File: config.mk
export PLATFORM = sky130hd
export DESIGN_NAME = stream_mux_rr
export DESIGN_NICKNAME = d
export VERILOG_FILES = /design/src/rtl/stream_mux_pkg.sv /design/src/rtl/rr_arbiter.sv /design/src/rtl/stream_mux_rr.sv
export SDC_FILE = /design/constraint.sdc
export NUM_CORES = 1
export LEC_CHECK = 0
export CAP_MARGIN = 20
export CORE_MARGIN = 1.5
export CORE_UTILIZATION = 40
export DETAILED_ROUTE_END_ITERATION = 6
export DONT_BUFFER_PORTS = 1
export HOLD_SLACK_MARGIN = 0.08
export PLACE_DENSITY = 0.5
export SYNTH_ARGS = -nofsm -noshare
export SYNTH_HDL_FRONTEND = slang
export SYNTH_SLANG_ARGS = --single-unit
export TNS_END_PERCENT = 5
File: constraint.sdc
create_clock -name clk -period 2.8 [get_ports clk]
set_input_delay 0.56 -clock clk [delete_from_list [all_inputs] [get_ports clk]]
set_output_delay 0.56 -clock clk [all_outputs]
set_load 0.05 [all_outputs]
File: src/rtl/stream_mux_pkg.sv
// Shared constants and helpers for the stream_mux_rr block family.
package stream_mux_pkg;

  localparam int MODE_SELECT = 0;
  localparam int MODE_RR     = 1;

  // chan_slice works on a bus of up to BUS_W bits and a channel field of up to MAX_W bits.
  localparam int BUS_W = 1024;
  localparam int MAX_W = 64;

  function automatic logic [MAX_W-1:0] chan_slice(input logic [BUS_W-1:0] data,
                                                  input int unsigned      i,
                                                  input int unsigned      width);
    logic [BUS_W-1:0] sh;
    logic [MAX_W-1:0] mask;
    sh   = data >> (i * width);
    mask = (MAX_W'(1) << width) - MAX_W'(1);
    return MAX_W'(sh) & mask;
  endfunction

endpackage

File: src/rtl/rr_arbiter.sv
// Combinational round-robin arbiter: first requester after ptr, wrapping modulo N.
module rr_arbiter #(
  parameter int N    = 2,
  parameter int PTRW = $clog2(N)
) (
  input  logic [N-1:0]    req,
  input  logic [PTRW-1:0] ptr,
  output logic [PTRW-1:0] grant,
  output logic            grant_vld
);

  always_comb begin
    int   idx;
    logic found;
    idx   = 0;
    found = 1'b0;
    grant = '0;
    // Search starts one past the last winner so it ends up at lowest priority.
    for (int k = 1; k <= N; k++) begin
      idx = (int'(ptr) + k) % N;
      if (!found && req[idx]) begin
        grant = PTRW'(idx);
        found = 1'b1;
      end
    end
    grant_vld = |req;
  end

endmodule

File: src/rtl/stream_mux_rr.sv
// N-channel registered stream mux with valid/ready handshake; external select or round-robin.
module stream_mux_rr
  import stream_mux_pkg::*;
#(
  parameter int WIDTH = 8,
  parameter int N     = 2,
  parameter int MODE  = 0,
  parameter int SELW  = $clog2(N)
) (
  input  logic                 clk,
  input  logic                 rst_n,
  input  logic [SELW-1:0]      sel,
  input  logic [N-1:0]         in_valid,
  input  logic [N*WIDTH-1:0]   in_data,
  output logic [N-1:0]         in_ready,
  output logic                 out_valid,
  output logic [WIDTH-1:0]     out_data,
  output logic [SELW-1:0]      out_chan,
  input  logic                 out_ready
);

  logic [SELW-1:0]  grant;
  logic             grant_vld;
  logic             space;
  logic             xfer;

  logic             out_valid_q, out_valid_d;
  logic [WIDTH-1:0] out_data_q,  out_data_d;
  logic [SELW-1:0]  out_chan_q,  out_chan_d;

  generate
    if (MODE == MODE_RR) begin : g_rr
      logic [SELW-1:0] rr_ptr_q, rr_ptr_d;
      logic            unused_sel;

      assign unused_sel = ^sel;

      rr_arbiter #(.N(N), .PTRW(SELW)) u_arb (
        .req       (in_valid),
        .ptr       (rr_ptr_q),
        .grant     (grant),
        .grant_vld (grant_vld)
      );

      always_comb begin
        rr_ptr_d = rr_ptr_q;
        if (xfer) rr_ptr_d = grant;
      end

      // Reset to N-1 so the first search begins at channel 0.
      always_ff @(posedge clk or negedge rst_n) begin
        if (!rst_n) rr_ptr_q <= SELW'(N - 1);
        else        rr_ptr_q <= rr_ptr_d;
      end
    end else begin : g_sel
      always_comb begin
        grant     = sel;
        grant_vld = 1'b0;
        // Out-of-range selects match no channel and so never grant.
        for (int i = 0; i < N; i++) begin
          if (int'(sel) == i) grant_vld = in_valid[i];
        end
      end
    end
  endgenerate

  always_comb begin
    space = !out_valid_q || out_ready;
    xfer  = rst_n && space && grant_vld;
    for (int i = 0; i < N; i++) begin
      in_ready[i] = xfer && (int'(grant) == i);
    end
  end

  always_comb begin
    out_valid_d = out_valid_q;
    out_data_d  = out_data_q;
    out_chan_d  = out_chan_q;
    if (xfer) begin
      out_valid_d = 1'b1;
      out_data_d  = WIDTH'(chan_slice(BUS_W'(in_data), int'(grant), WIDTH));
      out_chan_d  = grant;
    end else if (out_valid_q && out_ready) begin
      out_valid_d = 1'b0;
    end
  end

  always_ff @(posedge clk or negedge rst_n) begin
    if (!rst_n) begin
      out_valid_q <= 1'b0;
      out_data_q  <= '0;
      out_chan_q  <= '0;
    end else begin
      out_valid_q <= out_valid_d;
      out_data_q  <= out_data_d;
      out_chan_q  <= out_chan_d;
    end
  end

  assign out_valid = out_valid_q;
  assign out_data  = out_data_q;
  assign out_chan  = out_chan_q;

endmodule

# [Yosys cells after proc, flatten, opt, wreduce, memory -nomap -nowiden]
# Cells that the tools add are included.
[totals] reg_bits=10 latchBits=0 ramBits=0 romBits=0 inputBits=22 output_inout_bits=12 word_cells=16 n_memories=0
[op_classes] addsub=0 mul=0 n_div=0 order_cmp=0 n_eq_ne=0 n_shift=1 n_mux=3 n_bitwise=1 reduce_logical=8
[op_table] op=">> shifter 16 x 4 -> 8 bit" n=1
[op_table] op="logical AND 1 bit" n=5
[op_table] op="2-to-1 mux 1 bit" n=3
[op_table] op="nonzero test 2 bit" n=1
[op_table] op="zero test 1 bit" n=1
[op_table] op="logical OR 1 bit" n=1
[op_table] op="inverter 1 bit" n=1

# [Logic depth before layout (Yosys ltp)]
[logic_depth] ltp_word=5 mapped_depth=3 ltp_nobuf=3

# [Worst setup path before layout]
# Ideal clock, no wire load.
[synth_path] kind="reg-to-output" start="reg out_valid_q (netlist: out_valid)" end="out in_ready[0]" arrival_time_ps=1508 required_ps=2240 slack_ps=732 stages_incl_launch_ff=4 path_buffers=0 path_cell_list="dfrtp_1 -> nand2b_2 -> nand3_1 -> nor2_1"
[synth_between] elab_chain_cells=5
[synth_rtl] element="start: declaration" line_no="stream_mux_rr.sv:27" rtl="logic out_valid_q, out_valid_d;"
[synth_rtl] element="start signal: assignment" line_no="stream_mux_rr.sv:94" rtl="out_valid_q <= out_valid_d;"
[synth_rtl] element="zero test 1 bit" line_no="stream_mux_rr.sv:68" rtl="space = !out_valid_q || out_ready;"
[synth_rtl] element="logical OR 1 bit" line_no="stream_mux_rr.sv:68"
[synth_rtl] element="logical AND 1 bit (2 in series)" line_no="stream_mux_rr.sv:69" rtl="xfer = rst_n && space && grant_vld;"
[synth_rtl] element="logical AND 1 bit" line_no="stream_mux_rr.sv:71" rtl="in_ready[i] = xfer && (int'(grant) == i);"
[synth_rtl] element="end: declaration" line_no="stream_mux_rr.sv:15" rtl="output logic [N-1:0] in_ready,"
# Every way passes these cells.

# [Worst setup path in the final report]
[layout_path] start="reg out_valid_q (netlist: out_valid)" end="out in_ready[1]"
# Same word-level chain as after synthesis.

==> flow_summary.toml <==
[critical_path]
worst-endpoint-required_ps = 2240
path_max_fanout = 4
cp_data_arrival_time_ps = 1600
worstSetupPathType = "flop to output pin"
cp_slowest_stage_delay_ps = 570
slowest_stage = "dfrtp_1"
path_delay_family = "simple AND/OR/NAND/NOR gates"
critPathBufInv = 0
crit_chain = "nand2b_2 -> and4_1"
startpoint_type = "flop"
worst_setup_path_end_kind = "output pin"

[timing]
tightest_slew_ps = 531
hold_violations = 0
finClkSkew_ps = 0.367
period_share = 0.772
hold_slack_ps = 516
post-route-worst-setup-slack_ps = 639
fin_setup_tns_ps = 0
post-route-min-period_ps = 2160
setup_viol = 0
fmax_ghz = 0.463
rsz0062_at_grt = "false"
maxSlewViolCount = 0
relSlewSlack = 0.646

[grt]
grt_pass1_wl_microns = 1410
overflow = 0
grt_usage = 0.145
antenna_found_initial = 0
grt_pass1_vias = 343
grt_max_degree = 13

[placement]
dp_cells = 51
port_buffers = 0
place.gp.congestion = 0.548
dpl_worst_slack_ps = 915
place_area_sq_um = 564

[clocking]
cts.clk_slew.worst_paths_ps = 70
cts_made_buffers = 3
cts_max_level = 1
cts-root-buf = "clkbuf_4"
clock_sinks = 10
postCtsSetupBuffers = 0
cts_tree = "built"
clk_latency_ps = 260
cts.path.max_buffers = 2

[power_and_ir_drop]
p_leak_nw = 0.283
p_per_area_nw_per_um2 = 853
peakVddDrop_uv = 395

[synthesis]
synth_common_cells = "dfrtp_1, mux2_4, mux2_2"
synth_nets = 58
synth_cell_types = 12
yosys.area.top_type = "dfrtp_1"
synth_top_area_share = 0.461
synth_enable_flop_cells = 0
ys.flop_type = "dfrtp_1"
ys_ff_latch = 10
async_flop_share = 1.00
yosysWarnings = 0
netlist_instances = 36
synth.area.top_cells = "dfrtp_1, mux2_4, mux2_2"
syn_area_sq_um = 543
synth_most_common_cell = "dfrtp_1"
syn_area_per_cell_sq_um = 15.1
synth_seq_area_share = 0.461

[finish]
final-seq-area_sq_um = 250
area_growth_pct = 12.4
multi_input_area_sq_um = 288
post-route-cell-area_sq_um = 611
fin_cells = 56
n_fill_cell = 122
n_antenna_cell = 0
drive_gt1_frac = 0.585
final_net_count = 64

[drt]
routedWlPerCell_microns = 18.4
dr.pass1.iters = 2
drc_errors = 0
via_per_inst = 5.66
postRouteAntennaNets = 0
vias = 317
wl_microns = 1030
drt_iter0_drc = 2

[floorplan]
row_count = 13
core_region_area_sq_um = 1280
initial_core_util = 0.423
die_area_sq_um = 1590
fp.dieH_microns = 39.8
io-pin-count = 34
die_w_microns = 39.8

[hold_path]
min_path_type = "primary input to flop"

[flow_run]
cap_violations = 0

[run_status]
status = "finished, final reports clean"
## where the power goes
part | internal [W] | switching [W]
logic | 0.0000551 | 0.0000266
clock network | 0.0000789 | 0.0000515
registers | 0.000173 | 0.000135
## placed cells by master (no fill, tap or decap)
cell           Yosys  final
mux2_4             9      9
nand2b_2           1      1
clkbuf_4           0      3
mux2_2             8      8
and2_1             1      1
clkbuf_8           0      1
dlygate4sd3_1      0      1
nand2_1            1      1
nand3_4            1      1
and4_1             1      1
dfrtp_1           10     10
nand3_1            1      1
nor2_1             1      1
buf_4              0      1
a211o_1            1      1
## registers in the layout, indices dropped and copies added, names as in the netlist
| signal | count |
|---|---|
| out_data | 8 |
| out_chan | 1 |
| out_valid | 1 |
## stage by stage
stage | total power, W | util
4_1_cts | 0.000526 | 0.475
5_1_grt | 0.000544 | 0.475
6_report | 0.000521 | 0.475
3_3_place_gp | 0.000386 | 0.439
3_5_place_dp | 0.000390 | 0.439
2_1_floorplan | 0.000379 | -
## area by class of cell
cell class / count / share of cell area
clock buffers: 4 / 0.0594
multi-input cells: 25 / 0.471
flip-flops and latches: 10 / 0.410
repair buffers: 2 / 0.0287
well taps: 15 / 0.0307
## cell families after synthesis
family / share of synthesized area
flip-flops: 0.461
buffers and inverters: 0.00921
multiplexers: 0.415
AO/OA/AOI/OAI: 0.0161
AND/OR/NAND/NOR: 0.0991
## routing by layer
layer / vias up / track usage / part of all wire / wire, microns
li1: 141 / - / - / -
met1: 156 / 0.151 / 0.40 / 412
met2: 20 / 0.246 / 0.51 / 521
met3: 0 / 0.0568 / 0.092 / 95
met4: 0 / 0.0776 / 0 / 0
met5: - / 0 / 0 / 0
## worst paths after layout
path / start / to / cells after the start / slack [ps]
setup / recovery: out_valid / in_ready[1] / 2 / 640
hold / removal: sel / out_chan / 2 / 520
setup reg to reg: out_valid / out_chan / 3 / 1160
hold reg to reg: out_valid / out_valid / 2 / 880
max in group asynchronous: rst_n / out_data[5] / 1 / 1800
min in group asynchronous: rst_n / out_data[1] / 1 / 680
## repair_timing
action                                  in CTS  in global routing
endpoints found under the setup margin       0                  0
resized for setup                            0                  0
hold endpoints to repair                    10                  0
hold buffers                                 1                  0
No activity file was read; power rests on OpenSTA's default activity.
